## config.mk

```make
export PLATFORM = sky130hd
export DESIGN_NAME = seq_mult_8bit
export DESIGN_NICKNAME = d
export VERILOG_FILES = /design/src/rtl/seq_mult_8bit.sv
export SDC_FILE = /design/constraint.sdc
export NUM_CORES = 1
export LEC_CHECK = 0
export ABC_AREA = 1
export BUFFER_PORTS_ARGS = -buffer_cell sky130_fd_sc_hd__buf_4
export CAP_MARGIN = 20
export CORE_ASPECT_RATIO = 1.75
export CORE_MARGIN = 2
export CORE_UTILIZATION = 55
export DETAILED_ROUTE_END_ITERATION = 8
export PLACE_DENSITY_LB_ADDON = 0.05
export SYNTH_ARGS = -nofsm -noshare
export SYNTH_HDL_FRONTEND = slang
export SYNTH_SLANG_ARGS = --single-unit
```

## constraint.sdc

```tcl
create_clock -name clk -period 2.55 [get_ports clk]
set_clock_uncertainty 0.05 [all_clocks]
set_input_delay 0.255 -clock clk [delete_from_list [all_inputs] [get_ports clk]]
set_output_delay 0.255 -clock clk [all_outputs]
set_load 0.02 [all_outputs]
```

## src/rtl/seq_mult_8bit.sv

```systemverilog
// Sequential shift-and-add unsigned multiplier, WIDTH x WIDTH -> 2*WIDTH.
// Latency: start at edge E, done in the cycle after edge E+WIDTH, next start at E+WIDTH+2.
// Backpressure: none; start is only honoured in IDLE, otherwise dropped.
module seq_mult_8bit #(
    parameter int WIDTH = 8
) (
    input  logic                 clk,
    input  logic                 rst,
    input  logic                 start,
    input  logic [WIDTH-1:0]     Ain,
    input  logic [WIDTH-1:0]     Bin,
    output logic                 busy,
    output logic                 done,
    output logic [2*WIDTH-1:0]   Pout
);
    localparam int CW = $clog2(WIDTH) + 1;
    localparam logic [CW-1:0] LAST = CW'(WIDTH - 1);

    typedef enum logic [1:0] {
        IDLE = 2'd0,
        RUN  = 2'd1,
        DONE = 2'd2
    } state_t;

    state_t state, state_nxt;

    logic [WIDTH-1:0] m;
    logic [WIDTH-1:0] acc;
    logic [WIDTH-1:0] q;
    logic [CW-1:0]    cnt;

    logic [WIDTH-1:0]   addend;
    logic [WIDTH-1:0]   acc_sum;
    logic               c;
    logic [2*WIDTH-1:0] acc_q_nxt;

    // One iteration: add with carry-out, then shift {c,acc,q} right by one.
    // The shifted-in MSB is always zero, so only the low 2*WIDTH bits are kept.
    always_comb begin
        addend      = q[0] ? m : '0;
        {c, acc_sum} = {1'b0, acc} + {1'b0, addend};
        acc_q_nxt   = {c, acc_sum, q[WIDTH-1:1]};
    end

    always_ff @(posedge clk) begin
        if (rst) begin
            state <= IDLE;
        end else begin
            state <= state_nxt;
        end
    end

    always_comb begin
        state_nxt = state;
        busy      = 1'b0;
        done      = 1'b0;
        case (state)
            IDLE: begin
                if (start) begin
                    state_nxt = RUN;
                end
            end
            RUN: begin
                busy = 1'b1;
                if (cnt == LAST) begin
                    state_nxt = DONE;
                end
            end
            DONE: begin
                busy      = 1'b1;
                done      = 1'b1;
                state_nxt = IDLE;
            end
            default: begin
                state_nxt = IDLE;
            end
        endcase
    end

    always_ff @(posedge clk) begin
        if (rst) begin
            m    <= '0;
            acc  <= '0;
            q    <= '0;
            cnt  <= '0;
            Pout <= '0;
        end else begin
            case (state)
                IDLE: begin
                    if (start) begin
                        m   <= Ain;
                        q   <= Bin;
                        acc <= '0;
                        cnt <= '0;
                    end
                end
                RUN: begin
                    {acc, q} <= acc_q_nxt;
                    cnt      <= cnt + 1'b1;
                    if (cnt == LAST) begin
                        Pout <= acc_q_nxt;
                    end
                end
                default: begin
                end
            endcase
        end
    end

endmodule

```

=== After elaboration in Yosys (flattened, before gate mapping) ===
Index checks and enable logic that the tools add are counted.
W data, S select, Z words.

* Bits in registers: 46
* Input bits: 19
* Output and inout bits: 18

* Add/sub/neg operators: 2
* Equality and inequality tests: 5
* Mux-type cells: 12
* Reduce and logical (&&, ||, !) cells: 7

{| class="wikitable"
|+ Operators with widths
! cell !! number
|-
| $pmux W8 S2 || 2
|-
| $mux W8 || 3
|-
| $add A8 B8 Y9 || 1
|-
| $pmux W4 S2 || 1
|-
| $reduce_and A2 Y1 || 4
|-
| $add A4 B1 Y4 const B || 1
|-
| $eq A4 B3 Y1 const B || 1
|-
| $mux W2 || 2
|-
| $mux W4 || 1
|-
| $ne A2 B2 Y1 const B || 2
|-
| $pmux W2 S2 || 1
|-
| $eq A2 B1 Y1 const B || 1
|-
| $eq A2 B2 Y1 const B || 1
|-
| $logic_not A2 Y1 || 1
|-
| $mux W1 || 2
|-
| $reduce_bool A2 Y1 || 1
|-
| $reduce_or A2 Y1 || 1
|}

=== Logic depth before layout (Yosys ltp) ===
* Depth in word-level cells: 3
* Mapped depth: 13
* Mapped depth without buffers: 12

=== Least setup slack after synthesis ===
Ideal clock, no wire load.

* Path kind: reg-to-reg
* From: register q[0]
* To: register Pout[15]
* Library setup time: 0.114 ns
* Arrival time: 1.635 ns
* Required time: 2.386 ns
* Setup slack: 0.751 ns
* Stages on the path, launching flop included: 14
* Buffers on the path: 1
* Path through: dfxtp_1 buf_2 nand2_1 inv_1 ha_1 fa_1 nand2_1 nand2_1 nand3_1 nand2_1 nand2_1 nand2_1 o21bai_1 inv_1

* Word-level cells in the longest chain between the ends: 2

{| class="wikitable"
|+ RTL lines
! what !! line !! RTL
|-
| start: declaration || 29 || <nowiki>logic [WIDTH-1:0] q;</nowiki>
|-
| start signal: assignment || 92 || <nowiki>q <= Bin;</nowiki>
|-
| start signal: assignment || 98 || <nowiki>{acc, q} <= acc_q_nxt;</nowiki>
|-
| $mux W8 || 40 || <nowiki>addend = q[0] ? m : '0;</nowiki>
|-
| $add A8 B8 Y9 || 41 || <nowiki>{c, acc_sum} = {1'b0, acc} + {1'b0, addend};</nowiki>
|-
| end signal: assignment || 101 || <nowiki>Pout <= acc_q_nxt;</nowiki>
|-
| end: declaration || 14 || <nowiki>output logic [2*WIDTH-1:0] Pout</nowiki>
|}

Every way passes these cells.
A chain may end at the register's enable or synchronous reset.

=== Worst setup path in the final report ===
Same ends and word-level chain as after synthesis.

==> metrics.txt <==
# TYPE chip_impl_metric gauge
chip_impl_metric{name="insertion_delay",unit="ns"} 0.30
chip_impl_metric{name="post-route-worst-setup-slack",unit="ns"} 0.630
chip_impl_metric{name="share_clk_of_total_power",unit="%"} 33.7
chip_impl_metric{name="power",unit="mW"} 1.35
chip_impl_info{name="synthDominantAreaCellType",value="sky130_fd_sc_hd__dfxtp_1"} 1
chip_impl_info{name="type_of_origin_of_the_critical_path",value="flop"} 1
chip_impl_metric{name="drc_violations_left",unit=""} 0
chip_impl_info{name="synth_top_cells_by_area",value="sky130_fd_sc_hd__dfxtp_1 (42%), sky130_fd_sc_hd__nand2_1 (15%), sky130_fd_sc_hd__ha_1 (6.8%), sky130_fd_sc_hd__nor2_1 (6.4%), sky130_fd_sc_hd__inv_1 (5.6%)"} 1
chip_impl_metric{name="comb_power_share",unit="%"} 10.0
chip_impl_info{name="synth_most_common_cell",value="sky130_fd_sc_hd__nand2_1"} 1
chip_impl_metric{name="wire_length_of_the_first_global_routing_pass",unit="um"} 8120
chip_impl_metric{name="dp_cells",unit=""} 383
chip_impl_metric{name="fill_cell_count",unit=""} 376
chip_impl_metric{name="syn2layout_area_growth",unit="%"} 16.7
chip_impl_info{name="status",value="finished clean"} 1
chip_impl_metric{name="die_width",unit="um"} 52.0
chip_impl_metric{name="internal_power",unit="mW"} 1.01
chip_impl_metric{name="htreeDepth",unit=""} 2
chip_impl_metric{name="die_area",unit="sq um"} 4570
chip_impl_metric{name="global_route.overflow_total",unit=""} 0
chip_impl_metric{name="sequential_cell_fraction_of_total_power",unit="%"} 56.3
chip_impl_metric{name="drt-total-wl",unit="um"} 4800
chip_impl_metric{name="layout.area.seq",unit="sq um"} 921
chip_impl_info{name="synth_top_cells_by_count",value="sky130_fd_sc_hd__nand2_1 (87), sky130_fd_sc_hd__dfxtp_1 (46), sky130_fd_sc_hd__nor2_1 (38), sky130_fd_sc_hd__inv_1 (33), sky130_fd_sc_hd__o21ai_0 (23)"} 1
chip_impl_metric{name="netSwitchingFraction",unit="%"} 25.2
chip_impl_metric{name="grt_max_degree",unit=""} 26
chip_impl_metric{name="synth.yosys.warnings",unit=""} 0
chip_impl_metric{name="cts.path.max_buffers",unit=""} 2
chip_impl_metric{name="design.core.area",unit="sq um"} 3870
chip_impl_info{name="synth_flop_cell",value="sky130_fd_sc_hd__dfxtp_1"} 1
chip_impl_metric{name="final_worst_path_period_need",unit="ns"} 1.92
chip_impl_metric{name="synthDominantCellAreaShare",unit="%"} 41.6
chip_impl_info{name="rsz0062_at_grt",value="false"} 1
chip_impl_info{name="tritoncts_clock_tree",value="built"} 1
chip_impl_metric{name="cp_slowest_stage_delay",unit="ns"} 0.40
chip_impl_metric{name="slew-limit-headroom",unit="%"} 57.2
chip_impl_info{name="cts_root_buffer",value="sky130_fd_sc_hd__clkbuf_8"} 1
chip_impl_metric{name="reg2reg_slack",unit="ns"} 0.63
chip_impl_metric{name="antennaDiodeCount",unit=""} 0
chip_impl_metric{name="synth_seq_area_share",unit="%"} 41.6
chip_impl_metric{name="worst_slew_pin_slew",unit="ns"} 0.641
chip_impl_metric{name="synth_nets",unit=""} 341
chip_impl_metric{name="crit_fanout",unit=""} 9
chip_impl_info{name="critPathMostFrequentCell",value="sky130_fd_sc_hd__nand2_1"} 1
chip_impl_metric{name="vias",unit=""} 2011
chip_impl_metric{name="cts-resized-gates",unit=""} 0
chip_impl_metric{name="max_cap_violations",unit=""} 0
chip_impl_metric{name="placement.io_buffers",unit=""} 36
chip_impl_metric{name="whs",unit="ns"} 0.158
chip_impl_metric{name="design.portCount",unit=""} 37
chip_impl_metric{name="number_of_global_route_vias_before_repair",unit=""} 1941
chip_impl_metric{name="register_bit_total_from_synthesis",unit=""} 46
chip_impl_metric{name="pwr_density_cell",unit="nW/um^2"} 524
chip_impl_metric{name="drt.antenna.violating_nets",unit=""} 0
chip_impl_info{name="timing.critical_path.cells",value="nand2_1 -> inv_1 -> ha_1 -> fa_1 -> nand2_1 -> nand2_1 -> nand3_1 -> nand2_1 -> nand2_1 -> nand2_1 -> o21bai_1 -> inv_1"} 1
chip_impl_metric{name="final_max_slew_viol_count",unit=""} 0
chip_impl_metric{name="pre_cts_ws",unit="ns"} 0.648
chip_impl_metric{name="drtIter0Drc",unit=""} 55
chip_impl_metric{name="layout_worst_path_cycle_share",unit="%"} 75.3
chip_impl_metric{name="die-height",unit="um"} 87.9
chip_impl_metric{name="avgViaCountPerCell",unit=""} 5.14
chip_impl_metric{name="count_of_flip_flops_with_a_built_in_enable_after_synthesis",unit=""} 0
chip_impl_metric{name="power.leakage",unit="nW"} 1.33
chip_impl_metric{name="avgRoutedWirePerCell",unit="um"} 12.3
chip_impl_metric{name="vdd_ir_drop_max",unit="mV"} 0.456
chip_impl_metric{name="required",unit="ns"} 2.70
chip_impl_metric{name="synth_cell_area",unit="sq um"} 2210
chip_impl_metric{name="setup_viol_count_final",unit=""} 0
chip_impl_metric{name="finalHoldViolCount",unit=""} 0
chip_impl_metric{name="layoutNonFillerInstCount",unit=""} 391
chip_impl_metric{name="postSynthCellCount",unit=""} 309
chip_impl_metric{name="antenna_violations_before_repair",unit=""} 0
chip_impl_metric{name="clkSlewWorstSetupHoldPaths",unit="ns"} 0.08
chip_impl_metric{name="final_net_count",unit=""} 374
chip_impl_metric{name="detailed_place_hpwl",unit="um"} 3530
chip_impl_info{name="timing.critical_path.slowest_stage_cell",value="sky130_fd_sc_hd__fa_1"} 1
chip_impl_info{name="worst_setup_path_end_kind",value="flop"} 1
chip_impl_metric{name="cts_hold_buffers",unit=""} 0
chip_impl_metric{name="arrival",unit="ns"} 2.07
chip_impl_metric{name="clock-sinks",unit=""} 46
chip_impl_info{name="setup.worst_path.class",value="flop to flop"} 1
chip_impl_metric{name="tns",unit="ns"} 0
chip_impl_info{name="worst_hold_path_type",value="input pin to flop"} 1
chip_impl_metric{name="place_area",unit="sq um"} 2490
chip_impl_metric{name="postCtsSetupRepairBufs",unit=""} 0
chip_impl_metric{name="weighted_congestion_at_the_end_of_routability_driven_global_placement",unit=""} 0.858
chip_impl_metric{name="drive_gt1_share",unit="%"} 15.2
chip_impl_metric{name="design_area",unit="sq um"} 2580
chip_impl_metric{name="postSynthAreaPerCell",unit="sq um"} 7.16
chip_impl_metric{name="numCtsBuffers",unit=""} 5
chip_impl_metric{name="multi_input_comb_area",unit="sq um"} 1100
chip_impl_metric{name="initial_utilization",unit="%"} 57.2
chip_impl_metric{name="grt.total_usage",unit="%"} 23.7
chip_impl_metric{name="number_of_detailed_routing_iterations_run_before_antenna_repair",unit=""} 4
chip_impl_metric{name="switchingPower",unit="mW"} 0.341
chip_impl_metric{name="post_layout_utilization_of_the_core",unit="%"} 66.8
chip_impl_metric{name="clock.fmax",unit="GHz"} 0.521
chip_impl_metric{name="synth_cell_type_count",unit=""} 28
chip_impl_metric{name="floorplan.rows",unit=""} 30
chip_impl_metric{name="synthArstFlopShare",unit="%"} 0
path summary, 6_finish.rpt:
kind | endpoint | cells past startpoint | startpoint
min | m[5] | 3 | Ain[5]
max reg2reg | Pout[15] | 12 | q[0]
min reg2reg | Pout[7] | 2 | Pout[7]
max | Pout[15] | 12 | q[0]
critical path, delay by kind of cell, from the launching register on:
kind                       cells  cell delay, ns
AOI/OAI and AO/OA              1            0.12
adders and majority gates      2            0.60
buffers and inverters          2            0.09
DFF                            1            0.39
and+or+nand+nor                7            0.56
power by group through the flow:
stage          Sequential, mW  Clock [mW]  Combinational [mW]
6_report                0.762       0.456               0.135
4_1_cts                 0.763       0.463               0.138
2_1_floorplan           0.772           0              0.0994
3_3_place_gp            0.779           0               0.135
5_1_grt                 0.767       0.494               0.155
3_5_place_dp            0.779           0               0.137
state kept, by name, summed over array words and instances, names as in the netlist:
| register | count |
|---|---|
| m | 8 |
| cnt | 4 |
| Pout | 16 |
| acc | 8 |
| state | 2 |
| q | 8 |
placed cells by master (no fill, tap or decap), types with 2 or more instances in the layout:
| cell | netlist | routed |
|---|---|---|
| sky130_fd_sc_hd__nand2_1 | 87 | 87 |
| sky130_fd_sc_hd__a21o_1 | 2 | 2 |
| sky130_fd_sc_hd__o211ai_1 | 2 | 2 |
| sky130_fd_sc_hd__inv_2 | 3 | 3 |
| sky130_fd_sc_hd__o21ai_0 | 23 | 23 |
| sky130_fd_sc_hd__buf_4 | 1 | 37 |
| sky130_fd_sc_hd__a21oi_1 | 17 | 17 |
| sky130_fd_sc_hd__ha_1 | 12 | 12 |
| sky130_fd_sc_hd__nor2_1 | 38 | 38 |
| sky130_fd_sc_hd__nand3_1 | 13 | 13 |
| sky130_fd_sc_hd__xor2_1 | 2 | 2 |
| sky130_fd_sc_hd__inv_1 | 33 | 33 |
| sky130_fd_sc_hd__clkbuf_8 | 0 | 6 |
| sky130_fd_sc_hd__dfxtp_1 | 46 | 46 |
| sky130_fd_sc_hd__a31oi_1 | 8 | 8 |
| sky130_fd_sc_hd__o21a_1 | 2 | 2 |
final cells by class:
cell class              instances  share of cell area, %
clock buffers                   7                   3.34
well taps                      48                   2.32
clock inverters                 1                  0.194
flip-flops and latches         46                   35.6
multi-input cells             216                   42.5
inverters                      36                   5.23
repair buffers                 37                   10.8
per-layer routing:
metal / global-route usage [%] / share of wire (%)
met4: 9.81 / 2.3
met1: 25.2 / 40
met3: 3.75 / 2.3
met2: 44.4 / 55
met5: 0 / 0
kinds of logic after synthesis:
family	count (synthesis)	share of synthesized area [%]
buffers and inverters	47	8.76
xor gates and xnor gates	2	0.792
AOI/OAI and AO/OA	57	14.8
and+or+nand+nor	144	26.4
DFF	46	41.6
adders and majority gates	13	7.69
(Power assumes the default switching activity.)
